--- src/rtl/loopers_pkg.sv ---
// rtl/loopers_pkg.sv - shared constants and FSM encodings for the address scheduler
package loopers_pkg;

    localparam int ADDR_W        = 16;
    localparam int TAG_W_DEFAULT = 6;

    // Result-slot occupancy, derived from res_vld / res_rdy history.
    typedef enum logic [1:0] {
        ST_EMPTY = 2'd0,
        ST_VALID = 2'd1,
        ST_STALL = 2'd2
    } state_t;

endpackage

--- src/rtl/adr_sched_if.sv ---
// rtl/adr_sched_if.sv - request/adder/result bundle between issue slots, adder and LSQ
// Signals:
//   req_vld/req_op1/req_op2/req_tag/req_ld  requester side (flattened per slot)
//   req_gnt                                 one-hot grant back to requesters
//   addr_op1/addr_op2/addr_en/addr_out      external shared adder
//   res_vld/res_addr/res_tag/res_ld/res_rdy result handshake toward the LSQ
// Modports: master = scheduler, slave = surrounding environment.
interface adr_sched_if #(
    parameter int NUM_REQ = 4,
    parameter int TAG_W   = 6,
    parameter int DATA_W  = 16
) ();
    logic [NUM_REQ-1:0]        req_vld;
    logic [NUM_REQ*DATA_W-1:0] req_op1;
    logic [NUM_REQ*DATA_W-1:0] req_op2;
    logic [NUM_REQ*TAG_W-1:0]  req_tag;
    logic [NUM_REQ-1:0]        req_ld;
    logic [NUM_REQ-1:0]        req_gnt;
    logic [DATA_W-1:0]         addr_op1;
    logic [DATA_W-1:0]         addr_op2;
    logic                      addr_en;
    logic [DATA_W-1:0]         addr_out;
    logic                      res_vld;
    logic [DATA_W-1:0]         res_addr;
    logic [TAG_W-1:0]          res_tag;
    logic                      res_ld;
    logic                      res_rdy;

    modport master (
        input  req_vld, req_op1, req_op2, req_tag, req_ld, addr_out, res_rdy,
        output req_gnt, addr_op1, addr_op2, addr_en, res_vld, res_addr, res_tag, res_ld
    );

    modport slave (
        output req_vld, req_op1, req_op2, req_tag, req_ld, addr_out, res_rdy,
        input  req_gnt, addr_op1, addr_op2, addr_en, res_vld, res_addr, res_tag, res_ld
    );
endinterface

--- src/rtl/adr_sched_rr_arb.sv ---
// rtl/adr_sched_rr_arb.sv - N-wide round-robin picker starting at a given pointer
// Ports:
//   i_req  request vector
//   i_ptr  slot with highest priority this cycle
//   i_en   when low no grant is produced
//   o_gnt  one-hot grant (all zero when nothing granted)
//   o_idx  encoded winner index (0 when nothing granted)
module rr_arb #(
    parameter int N     = 4,
    parameter int PTR_W = $clog2(N)
) (
    input  logic [N-1:0]     i_req,
    input  logic [PTR_W-1:0] i_ptr,
    input  logic             i_en,
    output logic [N-1:0]     o_gnt,
    output logic [PTR_W-1:0] o_idx
);
    always_comb begin
        int               w_k;
        logic [PTR_W-1:0] w_kidx;
        logic             w_found;
        o_gnt   = '0;
        o_idx   = '0;
        w_found = 1'b0;
        w_k     = 0;
        w_kidx  = '0;
        // Scan from the pointer upward, wrapping at N.
        for (int i = 0; i < N; i++) begin
            w_k = int'(i_ptr) + i;
            if (w_k >= N) begin
                w_k = w_k - N;
            end
            w_kidx = w_k[PTR_W-1:0];
            if (i_en && !w_found && i_req[w_kidx]) begin
                w_found       = 1'b1;
                o_gnt[w_kidx] = 1'b1;
                o_idx         = w_kidx;
            end
        end
    end
endmodule

--- src/rtl/adr_sched.sv ---
// rtl/adr_sched.sv - round-robin sharing of one address adder among load/store issue slots
// Ports:
//   clk, rst   rising-edge clock, asynchronous active-high reset
//   flush      synchronous mispredict flush; drops the held result, no grant that cycle
//   bus        adr_sched_if.master: requests, grant, adder operands/sum, result handshake
//   stall_cnt  saturating count of cycles spent in STALL (only with ADR_SCHED_STALL_CNT_EN)
// Optional feature macro: ADR_SCHED_STALL_CNT_EN
module adr_sched
    import loopers_pkg::*;
#(
    parameter int NUM_REQ = 4,
    parameter int TAG_W   = TAG_W_DEFAULT,
    parameter int DATA_W  = ADDR_W
) (
    input  logic         clk,
    input  logic         rst,
    input  logic         flush,
    adr_sched_if.master  bus
`ifdef ADR_SCHED_STALL_CNT_EN
    ,
    output logic [15:0]  stall_cnt
`endif
);
    localparam int PTR_W = $clog2(NUM_REQ);

    state_t             r_state;
    state_t             w_state_nxt;
    logic [PTR_W-1:0]   r_rr_ptr;
    logic [DATA_W-1:0]  r_res_addr;
    logic [TAG_W-1:0]   r_res_tag;
    logic               r_res_ld;

    logic               w_res_vld;
    logic               w_slot_free;
    logic               w_arb_en;
    logic [NUM_REQ-1:0] w_gnt;
    logic [PTR_W-1:0]   w_idx;
    logic               w_grant;
    logic [DATA_W-1:0]  w_op1;
    logic [DATA_W-1:0]  w_op2;
    logic [TAG_W-1:0]   w_tag;
    logic               w_ld;

    assign w_res_vld   = (r_state != ST_EMPTY);
    assign w_slot_free = !w_res_vld || bus.res_rdy;
    // rst gating keeps the combinational grant path quiet while reset is held.
    assign w_arb_en    = w_slot_free && !flush && !rst;

    rr_arb #(
        .N     (NUM_REQ),
        .PTR_W (PTR_W)
    ) u_rr_arb (
        .i_req (bus.req_vld),
        .i_ptr (r_rr_ptr),
        .i_en  (w_arb_en),
        .o_gnt (w_gnt),
        .o_idx (w_idx)
    );

    assign w_grant = |w_gnt;

    // One-hot AND-OR mux; all zero when nothing is granted.
    always_comb begin
        w_op1 = '0;
        w_op2 = '0;
        w_tag = '0;
        w_ld  = 1'b0;
        for (int i = 0; i < NUM_REQ; i++) begin
            if (w_gnt[i]) begin
                w_op1 = w_op1 | bus.req_op1[i*DATA_W +: DATA_W];
                w_op2 = w_op2 | bus.req_op2[i*DATA_W +: DATA_W];
                w_tag = w_tag | bus.req_tag[i*TAG_W +: TAG_W];
                w_ld  = w_ld  | bus.req_ld[i];
            end
        end
    end

    always_comb begin
        w_state_nxt = r_state;
        if (flush) begin
            w_state_nxt = ST_EMPTY;
        end else if (w_grant) begin
            w_state_nxt = ST_VALID;
        end else if (w_res_vld && !bus.res_rdy) begin
            w_state_nxt = ST_STALL;
        end else begin
            w_state_nxt = ST_EMPTY;
        end
    end

    always_ff @(posedge clk or posedge rst) begin
        if (rst) begin
            r_state    <= ST_EMPTY;
            r_rr_ptr   <= '0;
            r_res_addr <= '0;
            r_res_tag  <= '0;
            r_res_ld   <= 1'b0;
        end else begin
            r_state <= w_state_nxt;
            if (w_grant) begin
                r_res_addr <= bus.addr_out;
                r_res_tag  <= w_tag;
                r_res_ld   <= w_ld;
                r_rr_ptr   <= (w_idx == PTR_W'(NUM_REQ - 1)) ? '0 : w_idx + 1'b1;
            end
        end
    end

`ifdef ADR_SCHED_STALL_CNT_EN
    logic [15:0] r_stall_cnt;

    always_ff @(posedge clk or posedge rst) begin
        if (rst) begin
            r_stall_cnt <= '0;
        end else if (r_state == ST_STALL && r_stall_cnt != 16'hFFFF) begin
            r_stall_cnt <= r_stall_cnt + 16'd1;
        end
    end

    assign stall_cnt = r_stall_cnt;
`endif

    assign bus.req_gnt  = w_gnt;
    assign bus.addr_en  = w_grant;
    assign bus.addr_op1 = w_op1;
    assign bus.addr_op2 = w_op2;
    assign bus.res_vld  = w_res_vld;
    assign bus.res_addr = r_res_addr;
    assign bus.res_tag  = r_res_tag;
    assign bus.res_ld   = r_res_ld;
endmodule

--- src/flat_wrapper.sv ---
// flat-port wrapper written by rule: the top's interface ports become plain ports
module adr_sched_flat import loopers_pkg::*;
#(
    parameter int NUM_REQ = 4,
    parameter int TAG_W   = TAG_W_DEFAULT,
    parameter int DATA_W  = ADDR_W
)
  (clk, rst, flush, bus_req_vld, bus_req_op1, bus_req_op2, bus_req_tag, bus_req_ld, bus_addr_out, bus_res_rdy, bus_req_gnt, bus_addr_op1, bus_addr_op2, bus_addr_en, bus_res_vld, bus_res_addr, bus_res_tag, bus_res_ld);
  adr_sched_if #(.NUM_REQ(NUM_REQ), .TAG_W(TAG_W), .DATA_W(DATA_W)) bus_i ();
  input  logic clk;
  input  logic rst;
  input  logic flush;
  input wire logic [$bits(bus_i.req_vld)-1:0] bus_req_vld;
  input wire logic [$bits(bus_i.req_op1)-1:0] bus_req_op1;
  input wire logic [$bits(bus_i.req_op2)-1:0] bus_req_op2;
  input wire logic [$bits(bus_i.req_tag)-1:0] bus_req_tag;
  input wire logic [$bits(bus_i.req_ld)-1:0] bus_req_ld;
  input wire logic [$bits(bus_i.addr_out)-1:0] bus_addr_out;
  input wire logic [$bits(bus_i.res_rdy)-1:0] bus_res_rdy;
  output wire logic [$bits(bus_i.req_gnt)-1:0] bus_req_gnt;
  output wire logic [$bits(bus_i.addr_op1)-1:0] bus_addr_op1;
  output wire logic [$bits(bus_i.addr_op2)-1:0] bus_addr_op2;
  output wire logic [$bits(bus_i.addr_en)-1:0] bus_addr_en;
  output wire logic [$bits(bus_i.res_vld)-1:0] bus_res_vld;
  output wire logic [$bits(bus_i.res_addr)-1:0] bus_res_addr;
  output wire logic [$bits(bus_i.res_tag)-1:0] bus_res_tag;
  output wire logic [$bits(bus_i.res_ld)-1:0] bus_res_ld;
  assign bus_i.req_vld = bus_req_vld;
  assign bus_i.req_op1 = bus_req_op1;
  assign bus_i.req_op2 = bus_req_op2;
  assign bus_i.req_tag = bus_req_tag;
  assign bus_i.req_ld = bus_req_ld;
  assign bus_i.addr_out = bus_addr_out;
  assign bus_i.res_rdy = bus_res_rdy;
  assign bus_req_gnt = bus_i.req_gnt;
  assign bus_addr_op1 = bus_i.addr_op1;
  assign bus_addr_op2 = bus_i.addr_op2;
  assign bus_addr_en = bus_i.addr_en;
  assign bus_res_vld = bus_i.res_vld;
  assign bus_res_addr = bus_i.res_addr;
  assign bus_res_tag = bus_i.res_tag;
  assign bus_res_ld = bus_i.res_ld;
  adr_sched #(.NUM_REQ(NUM_REQ), .TAG_W(TAG_W), .DATA_W(DATA_W)) u_core (.clk(clk), .rst(rst), .flush(flush), .bus(bus_i));
endmodule
--- config.mk ---
export PLATFORM = sky130hd
export DESIGN_NAME = adr_sched_flat
export DESIGN_NICKNAME = d
export VERILOG_FILES = /design/src/rtl/loopers_pkg.sv /design/src/rtl/adr_sched_if.sv /design/src/rtl/adr_sched_rr_arb.sv /design/src/rtl/adr_sched.sv /design/src/flat_wrapper.sv
export SDC_FILE = /design/constraint.sdc
export NUM_CORES = 1
export LEC_CHECK = 0
export CORE_MARGIN = 3
export CORE_UTILIZATION = 31
export DETAILED_ROUTE_END_ITERATION = 6
export GPL_TIMING_DRIVEN = 0
export HOLD_SLACK_MARGIN = 0.15
export PLACE_DENSITY = 0.88
export SLEW_MARGIN = 10
export SYNTH_ARGS = -nofsm -noshare
export SYNTH_HDL_FRONTEND = slang
export SYNTH_SLANG_ARGS = --single-unit
--- constraint.sdc ---
create_clock -name clk -period 3.7 [get_ports clk]
set_input_delay 0.555 -clock clk [delete_from_list [all_inputs] [get_ports clk]]
set_output_delay 0.555 -clock clk [all_outputs]
set_load 0.1 [all_outputs]
==> reports/results.ini, run 1 <==
[global_routing]
antenna_found_initial=0
grt_max_degree=28
grtUsageTotal=0.246
grt_pass1_vias=3577
grt_overflow=0
grt_pass1_wl_um=17600

[floorplan]
rows=32
num_io_pins=241
die_height_um=95.8
initial_core_util=0.322
core-area_um2=7770
dieArea_um2=9170
die_x_um=95.8

[placed_design]
gp_congestion=0.880
hpwl_um=9580
dpl_worst_slack_ns=-1.63
port_buffers=240

[setup_path]
cp.arrival_ns=3.21
critPathCaptureType=output pin
crit_required_ns=3.14
cp_max_fo=10
path_class=reg -> out
cp-start-kind=flip-flop

[outcome]
outcome=finished with violations
violations=design-rule violations, negative setup slack

[finish]
fillers=468
multi_input_area_um2=1830
final_common_cell=clkdlybuf4s50_1
final_layout_size_suffix_gt1_frac=0.308
layout_common_cells=clkdlybuf4s50_1 (199), a22oi_1 (63), buf_4 (42)
nNetsFinal=746
num_antenna_cells=0
synthToLayoutAreaGrowth_pct=139
seqCellArea_um2=677

[routing]
vias=3755
wire_per_inst_um=21.4
drtPass1Iterations=7
post-route-drc-count=6
wl_um=14200
routed_via_density=5.68
ant_nets=0
first_iter_violations=303

[sta]
fin_setup_tns_ns=-0.146
drv_slew=0
rsz0062_at_grt=yes
layout_min_cycle_time_ns=3.76
hold_violations=0
worstMarginPinSlew_ns=1.00
fin_ws_ns=-0.0600
relSlewSlack=0.330
fmax_ghz=0.266
skew_ns=0.00177
period_share=1.02
setup_viol=10

[power]
power_per_cell_area_nw_per_um2=891
power.leakage_nw=2.57
vdd_drop_max_mv=0.479

[yosys]
yosysSeqAreaShare=0.271
syn_area_per_cell_um2=9.02
synth_seq_cells=27
yosysTopAreaCell=dfrtp_1
ys_warn_count=0
yosysTopAreaCellShare=0.271
syn-instance-count=277
synthTopCellsByArea=dfrtp_1 (27%), a22oi_1 (20%), mux2_4 (6.6%), a31oi_1 (5.3%), inv_1 (4.8%)
synthesis.nets=463
mappedNetlistArea_um2=2500
ys_types=37

[cts]
cts_made_buffers=3
cts_tree=yes
clk_pin_slew_ns=0.08
cts.sink_count=27
htreeDepth=1
cts_hold_buf=0
ctsLongestPathBuffers=2
clock_latency_ns=0.26
cts_root_buf=clkbuf_8

[min_path]
worstHoldPathType=reg -> reg

[run]
cap_violations=0

[synth_stat cells]
cell type	count
a211oi_1	1
dfrtp_1	27
mux2_4	11
buf_1	6
nand3_2	3
nand3_4	1
a21oi_1	3
mux2_2	5
buf_4	1
nor4_1	1
a221oi_1	1
a31oi_1	21
nor2_1	1
buf_2	5
ha_1	6
a22oi_4	2
o21ba_2	1
nand2_1	32
or4_1	2
mux2i_1	10
mux4_2	4
inv_1	32
a2111oi_0	7
nor3b_2	1
a22oi_1	65
nor2b_1	2
or2_2	2
nor4b_2	1
buf_6	3
o21ai_0	1
xnor2_1	2
o41ai_1	1
a22oi_2	1
nand3_1	8
o221ai_1	1
clkbuf_1	5
nor3_1	1
[area by class of cell]
| cell class | instances | area share |
|---|---|---|
| well taps | 102 | 0.0214 |
| plain buffers | 20 | 0.0346 |
| inverters | 32 | 0.0208 |
| repair buffers | 276 | 0.495 |
| multi-input cells | 200 | 0.307 |
| clock buffers | 4 | 0.00755 |
| flip-flops and latches | 27 | 0.113 |
[worst max-delay path: stages, from the launching register on]
cell	delay (ns)
dfrtp_1	0.40
buf_6	0.13
clkinvlp_4	0.10
ha_4	0.30
mux4_2	0.31
nor4b_4	0.16
buf_4	0.18
a22oi_4	0.18
nand3_4	0.16
or4_4	0.56
buf_6	0.16
buf_12	0.15
buf_12	0.16
[per-layer routing]
| metal | global-route usage | wire [um] | share of wire | up-vias |
|---|---|---|---|---|
| li1 | - | - | - | 1632 |
| met1 | 0.273 | 4970 | 0.35 | 1771 |
| met2 | 0.446 | 7160 | 0.51 | 276 |
| met3 | 0.0672 | 1350 | 0.095 | 76 |
| met4 | 0.0889 | 689 | 0.049 | 0 |
| met5 | 0 | 0 | 0 | - |
[stage by stage]
step | instances | area [um2] | power [W] | hold slack (ns) | utilization
6_report | 661 | 5970 | 0.00532 | 0.517 | 0.769
5_1_grt | 661 | 5970 | 0.00547 | 0.542 | 0.769
4_1_cts | 645 | 5470 | 0.00482 | 0.515 | 0.705
3_5_place_dp | 619 | 5120 | 0.00441 | 0.496 | 0.659
3_3_place_gp | 619 | 5120 | 0.00436 | 0.491 | 0.659
2_1_floorplan | 277 | 2590 | 0.00348 | 0.608 | -
[where the power goes]
part	internal [W]	switching [W]	leakage (nW)	total [W]
sequential	0.000423	0.0000751	0.333	0.000498
combinational	0.00166	0.00300	2.22	0.00466
clock	0.0000769	0.0000830	0.0228	0.000160
[final timing paths]
| check | startpoint | endpoint | slack, ns | cells past startpoint |
|---|---|---|---|---|
| setup / recovery | flip-flop | bus_addr_en | -0.06 | 12 |
| hold / removal | u_core.bus.res_addr[4] | u_core.bus.res_addr[4] | 0.52 | 1 |
| setup reg to reg | flip-flop | u_core.bus.res_tag[3] | 0.47 | 12 |
| hold reg to reg | u_core.bus.res_addr[4] | u_core.bus.res_addr[4] | 0.52 | 1 |
| max in group asynchronous | rst | u_core.r_rr_ptr[1] | 2.17 | 2 |
| min in group asynchronous | rst | u_core.bus.res_addr[10] | 0.85 | 2 |
[registers in the layout, summed over array words and instances (netlist names), named ones only]
name	cells
u_core.bus.res_addr	16
u_core.bus.res_tag	6
u_core.r_state	2
u_core.bus.res_ld	1
u_core.r_rr_ptr	1
[what timing repair did]
action	in CTS	in global routing
buffers inserted	20	16
hold endpoints to repair	0	0
pin swaps	8	5
gates cloned	2	0
gates resized for setup	277	107
endpoints found under the setup margin	37	37
[kinds of logic (layout without fill, tap and decap cells)]
| kind of cell | Yosys count | after routing | synth area share |
|---|---|---|---|
| multiplexers | 30 | 30 | 0.165 |
| buffers and inverters | 52 | 332 | 0.0912 |
| XOR/XNOR | 2 | 2 | 0.00702 |
| adder cells (fa/ha/maj) | 6 | 6 | 0.0301 |
| AND/OR/NAND/NOR | 55 | 57 | 0.116 |
| flip-flops | 27 | 27 | 0.271 |
| AO/OA/AOI/OAI | 105 | 105 | 0.320 |
Power figures use the tool's default switching activity.
==> run 2: changes to the inputs <==
Settings changed: PLACE_DENSITY 0.88 to 0.87.
==> run 2 against run 1 <==
Sequential share of layout area grew 0.055 points. Cell count grew 0.45%. The flow now finishes without violations. Flip-flop and latch count is the same. Largest cell class unchanged. Critical path type unchanged. Highest routed layer unchanged. Largest power group unchanged.
==> reports/results.ini, run 2 (synthesis results as in run 1) <==
[finish]
largest_reg_flops=16
synthToLayoutAreaGrowth_pct=138
fillers=468
fin_cells=664
num_antenna_cells=0
utilization=0.765
final_common_cell=clkdlybuf4s50_1
nNetsFinal=749
layout_common_cells=clkdlybuf4s50_1 (199), a22oi_1 (64), buf_4 (44)
final_layout_size_suffix_gt1_frac=0.317

[power]
power_per_cell_area_nw_per_um2=885
power.leakage_nw=2.58
power_w=0.00526
vdd_drop_max_mv=0.512

[setup_path]
reg2reg_to=u_core.bus.res_addr[0]
critPathCaptureType=output pin
cp_max_fo=10
cp-start-kind=flip-flop
cp.arrival_ns=3.14
rrSetupSlack_ns=0.44
ff2ff_path_depth=11
crit_required_ns=3.14
crit_end=bus_addr_op2[6]
path_class=reg -> out

[floorplan]
initial_core_util=0.322
dieArea_um2=9170
rows=32
core-area_um2=7770
die_x_um=95.8
die_height_um=95.8
num_io_pins=241

[placed_design]
dp.cells=619
gp_congestion=0.905
port_buffers=240
hpwl_um=9660

[min_path]
hold_depth=1
worstHoldStart=u_core.bus.res_addr[14]
worstHoldPathType=reg -> reg

[sta]
hold_violations=0
worstMarginPinSlew_ns=1.02
drv_slew=0
relSlewSlack=0.319
skew_ns=0.00869
fin_setup_tns_ns=0
rsz0062_at_grt=yes
period_share=0.999
fmax_ghz=0.270
setup_viol=0
layout_min_cycle_time_ns=3.70

[routing]
routed_via_density=5.46
wl_um=13800
post-route-drc-count=0
first_iter_violations=196
drtPass1Iterations=6
wire_per_inst_um=20.8
ant_nets=0
vias=3624

[cts]
cts_root_buf=clkbuf_8
cts.sink_count=27
clk_pin_slew_ns=0.08
cts_made_buffers=3
htreeDepth=1
clock_latency_ns=0.28
ctsLongestPathBuffers=2
cts_tree=yes

[global_routing]
grt_max_degree=28
grt_pass1_wl_um=17800
grt_pass1_vias=3619
antenna_found_initial=0
grt_overflow=0
grtUsageTotal=0.244

[run]
cap_violations=0

[outcome]
outcome=completed

==> run 2: area by class of cell <==
| class | count | area [um2] | area share |
|---|---|---|---|
| sequential | 27 | 677 | 0.114 |
| timing repair buffer | 280 | 2930 | 0.494 |
| multi-input combinational | 200 | 1850 | 0.311 |
| buffer | 19 | 191 | 0.0322 |
| clock inverter | 1 | 5.00 | 0.000842 |
| clock buffer | 3 | 41.3 | 0.00695 |
| tap | 102 | 128 | 0.0215 |
| inverter | 32 | 120 | 0.0202 |
==> run 2: report_power, final <==
part / switching [W] / internal, W
Combinational: 0.00298 / 0.00162
Clock: 0.0000912 / 0.0000756
Sequential: 0.0000732 / 0.000423
Total: 0.00314 / 0.00212
==> run 2: per-layer routing <==
layer | global-route usage | part of all wire
met3 | 0.0618 | 0.089
met4 | 0.0533 | 0.027
met2 | 0.452 | 0.53
met5 | 0 | 0
met1 | 0.282 | 0.35
==> run 2: what timing repair did <==
item | CTS | global route
gates cloned | 0 | 3
buffers inserted | 19 | 20
gates resized for setup | 275 | 92
endpoints found under the setup margin | 37 | 37
pin swaps | 7 | 8
hold buffers | 0 | 0
==> run 2: worst max-delay path, stage by stage (launching register included) <==
cell and delay (ns):
dfrtp_1 0.40, buf_6 0.12, inv_2 0.10, ha_4 0.23, mux4_2 0.31, buf_4 0.17
nor4_4 0.30, buf_6 0.24, nand3_2 0.13, nand3_4 0.17, buf_8 0.15, buf_8 0.13
a22oi_1 0.12, nand2_2 0.11, buf_12 0.17
==> run 2: worst min-delay path by stage <==
| stage | endpoint | slack [ns] |
|---|---|---|
| final | u_core.bus.res_addr[14] | 0.52 |
| after global routing | u_core.bus.res_addr[2] | 0.54 |
| after CTS | u_core.bus.res_addr[14] | 0.52 |
| after detailed placement | u_core.bus.res_addr[2] | 0.49 |
| after global placement | u_core.bus.res_addr[14] | 0.49 |
| after floorplan | asynchronous set/reset pin | 0.61 |
==> run 2: through the flow <==
stage          worst slack (ns)  hold slack (ns)  instance area (um2)
2_1_floorplan           0.00597            0.608                 2590
3_3_place_gp              -1.53            0.490                 5120
3_5_place_dp              -1.68            0.493                 5120
4_1_cts                 0.00145            0.517                 5410
5_1_grt                  -0.109            0.540                 5940
6_report                0.00195            0.517                 5940
==> run 3: changes to the inputs <==
==> constraint.sdc (replaced) <==
create_clock -name clk -period 3.7 [get_ports clk]
set_input_delay 0.37 -clock clk [delete_from_list [all_inputs] [get_ports clk]]
set_output_delay 0.37 -clock clk [all_outputs]
set_load 0.1 [all_outputs]
==> run 3 against run 2 <==
Clock skew decreased by 0.0029 ns. Worst setup slack improved by 0.033 ns. Global-route usage fell by 0.45 points. Critical endpoint is now bus_addr_en.
==> reports/results.ini, run 3 (synthesis results as in run 1) <==
[routing]
vias=3447
ant_nets=0
drtPass1Iterations=5
post-route-drc-count=0
first_iter_violations=244
wire_per_inst_um=19.3
wl_um=12300
routed_via_density=5.39

[cts]
cts.sink_count=27
cts_root_buf=clkbuf_8
cts_made_buffers=3
ctsLongestPathBuffers=2
clock_latency_ns=0.28
htreeDepth=1
clk_pin_slew_ns=0.11
cts_tree=yes

[placed_design]
hpwl_um=9230
gp_congestion=0.900
port_buffers=240
dpl_worst_slack_ns=-1.28

[global_routing]
grtUsageTotal=0.240
antenna_found_initial=0
grt_max_degree=28
grt_pass1_wl_um=17400
grt_overflow=0
grt_pass1_vias=3483

[setup_path]
ff2ff_path_depth=11
critPathCaptureType=output pin
cp.arrival_ns=3.30
crit_required_ns=3.33
crit_end=bus_addr_en
path_class=reg -> out
rrSetupSlack_ns=0.45
cp_max_fo=10
reg2reg_to=u_core.bus.res_addr[2]
cp-start-kind=flip-flop

[run]
cap_violations=0

[sta]
whs_ns=0.518
drv_slew=0
period_share=0.991
hold_violations=0
fin_setup_tns_ns=0
worstMarginPinSlew_ns=1.06
layout_min_cycle_time_ns=3.67
fin_ws_ns=0.0345
relSlewSlack=0.295
fmax_ghz=0.273
setup_viol=0
skew_ns=0.00582

[min_path]
worstHoldPathType=reg -> reg

[outcome]
outcome=completed

[floorplan]
die_x_um=95.8
num_io_pins=241
initial_core_util=0.322
rows=32
dieArea_um2=9170
die_height_um=95.8
core-area_um2=7770

[finish]
final_layout_size_suffix_gt1_frac=0.242
utilization=0.694
nNetsFinal=725
fillers=587
layout_common_cells=clkdlybuf4s50_1 (203), a22oi_1 (64), buf_6 (32)
num_antenna_cells=0
final_common_cell=clkdlybuf4s50_1
synthToLayoutAreaGrowth_pct=116
largest_reg_flops=16

[power]
power_per_cell_area_nw_per_um2=899
power.leakage_nw=2.39
vdd_drop_max_mv=0.499

## run 3: cell types whose count changed in the layout (fill, tap and decap cells not counted), sizes merged
| cell | before | now |
|---|---|---|
| dlygate4sd2 | 4 | 0 |
| clkdlybuf4s50 | 199 | 203 |
| clkdlybuf4s15 | 0 | 1 |
| clkinvlp | 0 | 1 |
| clkbuf | 12 | 10 |
| buf | 87 | 65 |
| clkinv | 1 | 0 |
| nand3 | 14 | 13 |
## run 3: cell type report
class | count | area, um2 | share of cell area
plain buffers | 20 | 144 | 0.0267
clock buffers | 3 | 41.3 | 0.00766
clock inverters | 1 | 8.76 | 0.00162
inverters | 32 | 124 | 0.0230
multi-input cells | 199 | 1740 | 0.322
flip-flops and latches | 27 | 677 | 0.126
well taps | 102 | 128 | 0.0237
repair buffers | 256 | 2530 | 0.470
## run 3: per-stage QoR
stage | power (W) | cells | instance area (um2)
after floorplan | 0.00343 | 277 | 2530
after global routing | 0.00501 | 640 | 5390
after CTS | 0.00470 | 627 | 5260
after detailed placement | 0.00438 | 619 | 5060
final | 0.00485 | 640 | 5390
after global placement | 0.00432 | 619 | 5060
## run 3: timing repair
action | in CTS | in global routing
cloned | 0 | 1
pin swaps | 4 | 6
resized for setup | 262 | 16
hold buffers | 0 | 0
setup buffers | 4 | 12
setup endpoints to repair | 37 | 37
## run 3: routing by layer
layer,GRT usage,up-vias,wire length [um]
li1,-,1589,-
met1,0.274,1593,4230
met2,0.442,234,6460
met3,0.0539,31,1340
met4,0.0746,0,302
met5,0,-,0
## run 3: worst min path at each step
stage               cells past startpoint                    endpoint               startpoint  slack, ns
detailed placement                      1     u_core.bus.res_addr[15]  u_core.bus.res_addr[15]       0.49
global placement                        1     u_core.bus.res_addr[11]  u_core.bus.res_addr[11]       0.49
CTS                                     1     u_core.bus.res_addr[10]  u_core.bus.res_addr[10]       0.52
floorplan                               1  asynchronous set/reset pin                      rst       0.42
global route                            1     u_core.bus.res_addr[13]  u_core.bus.res_addr[13]       0.53
finish                                  1     u_core.bus.res_addr[10]  u_core.bus.res_addr[10]       0.52
## run 3: where the power goes
group	switching [W]	total, W	internal (W)
clock	0.000106	0.000185	0.0000793
combinational	0.00286	0.00415	0.00130
sequential	0.0000843	0.000507	0.000422
total	0.00305	0.00485	0.00180
## run 3: critical path: stages, from the launching register on
cell        delay (ns)
dfrtp_1           0.41
buf_6             0.16
clkinvlp_4        0.12
ha_4              0.30
mux4_2            0.36
nor4b_4           0.20
a22oi_2           0.21
nand3_2           0.14
or4_1             0.55
buf_4             0.20
buf_6             0.18
buf_8             0.18
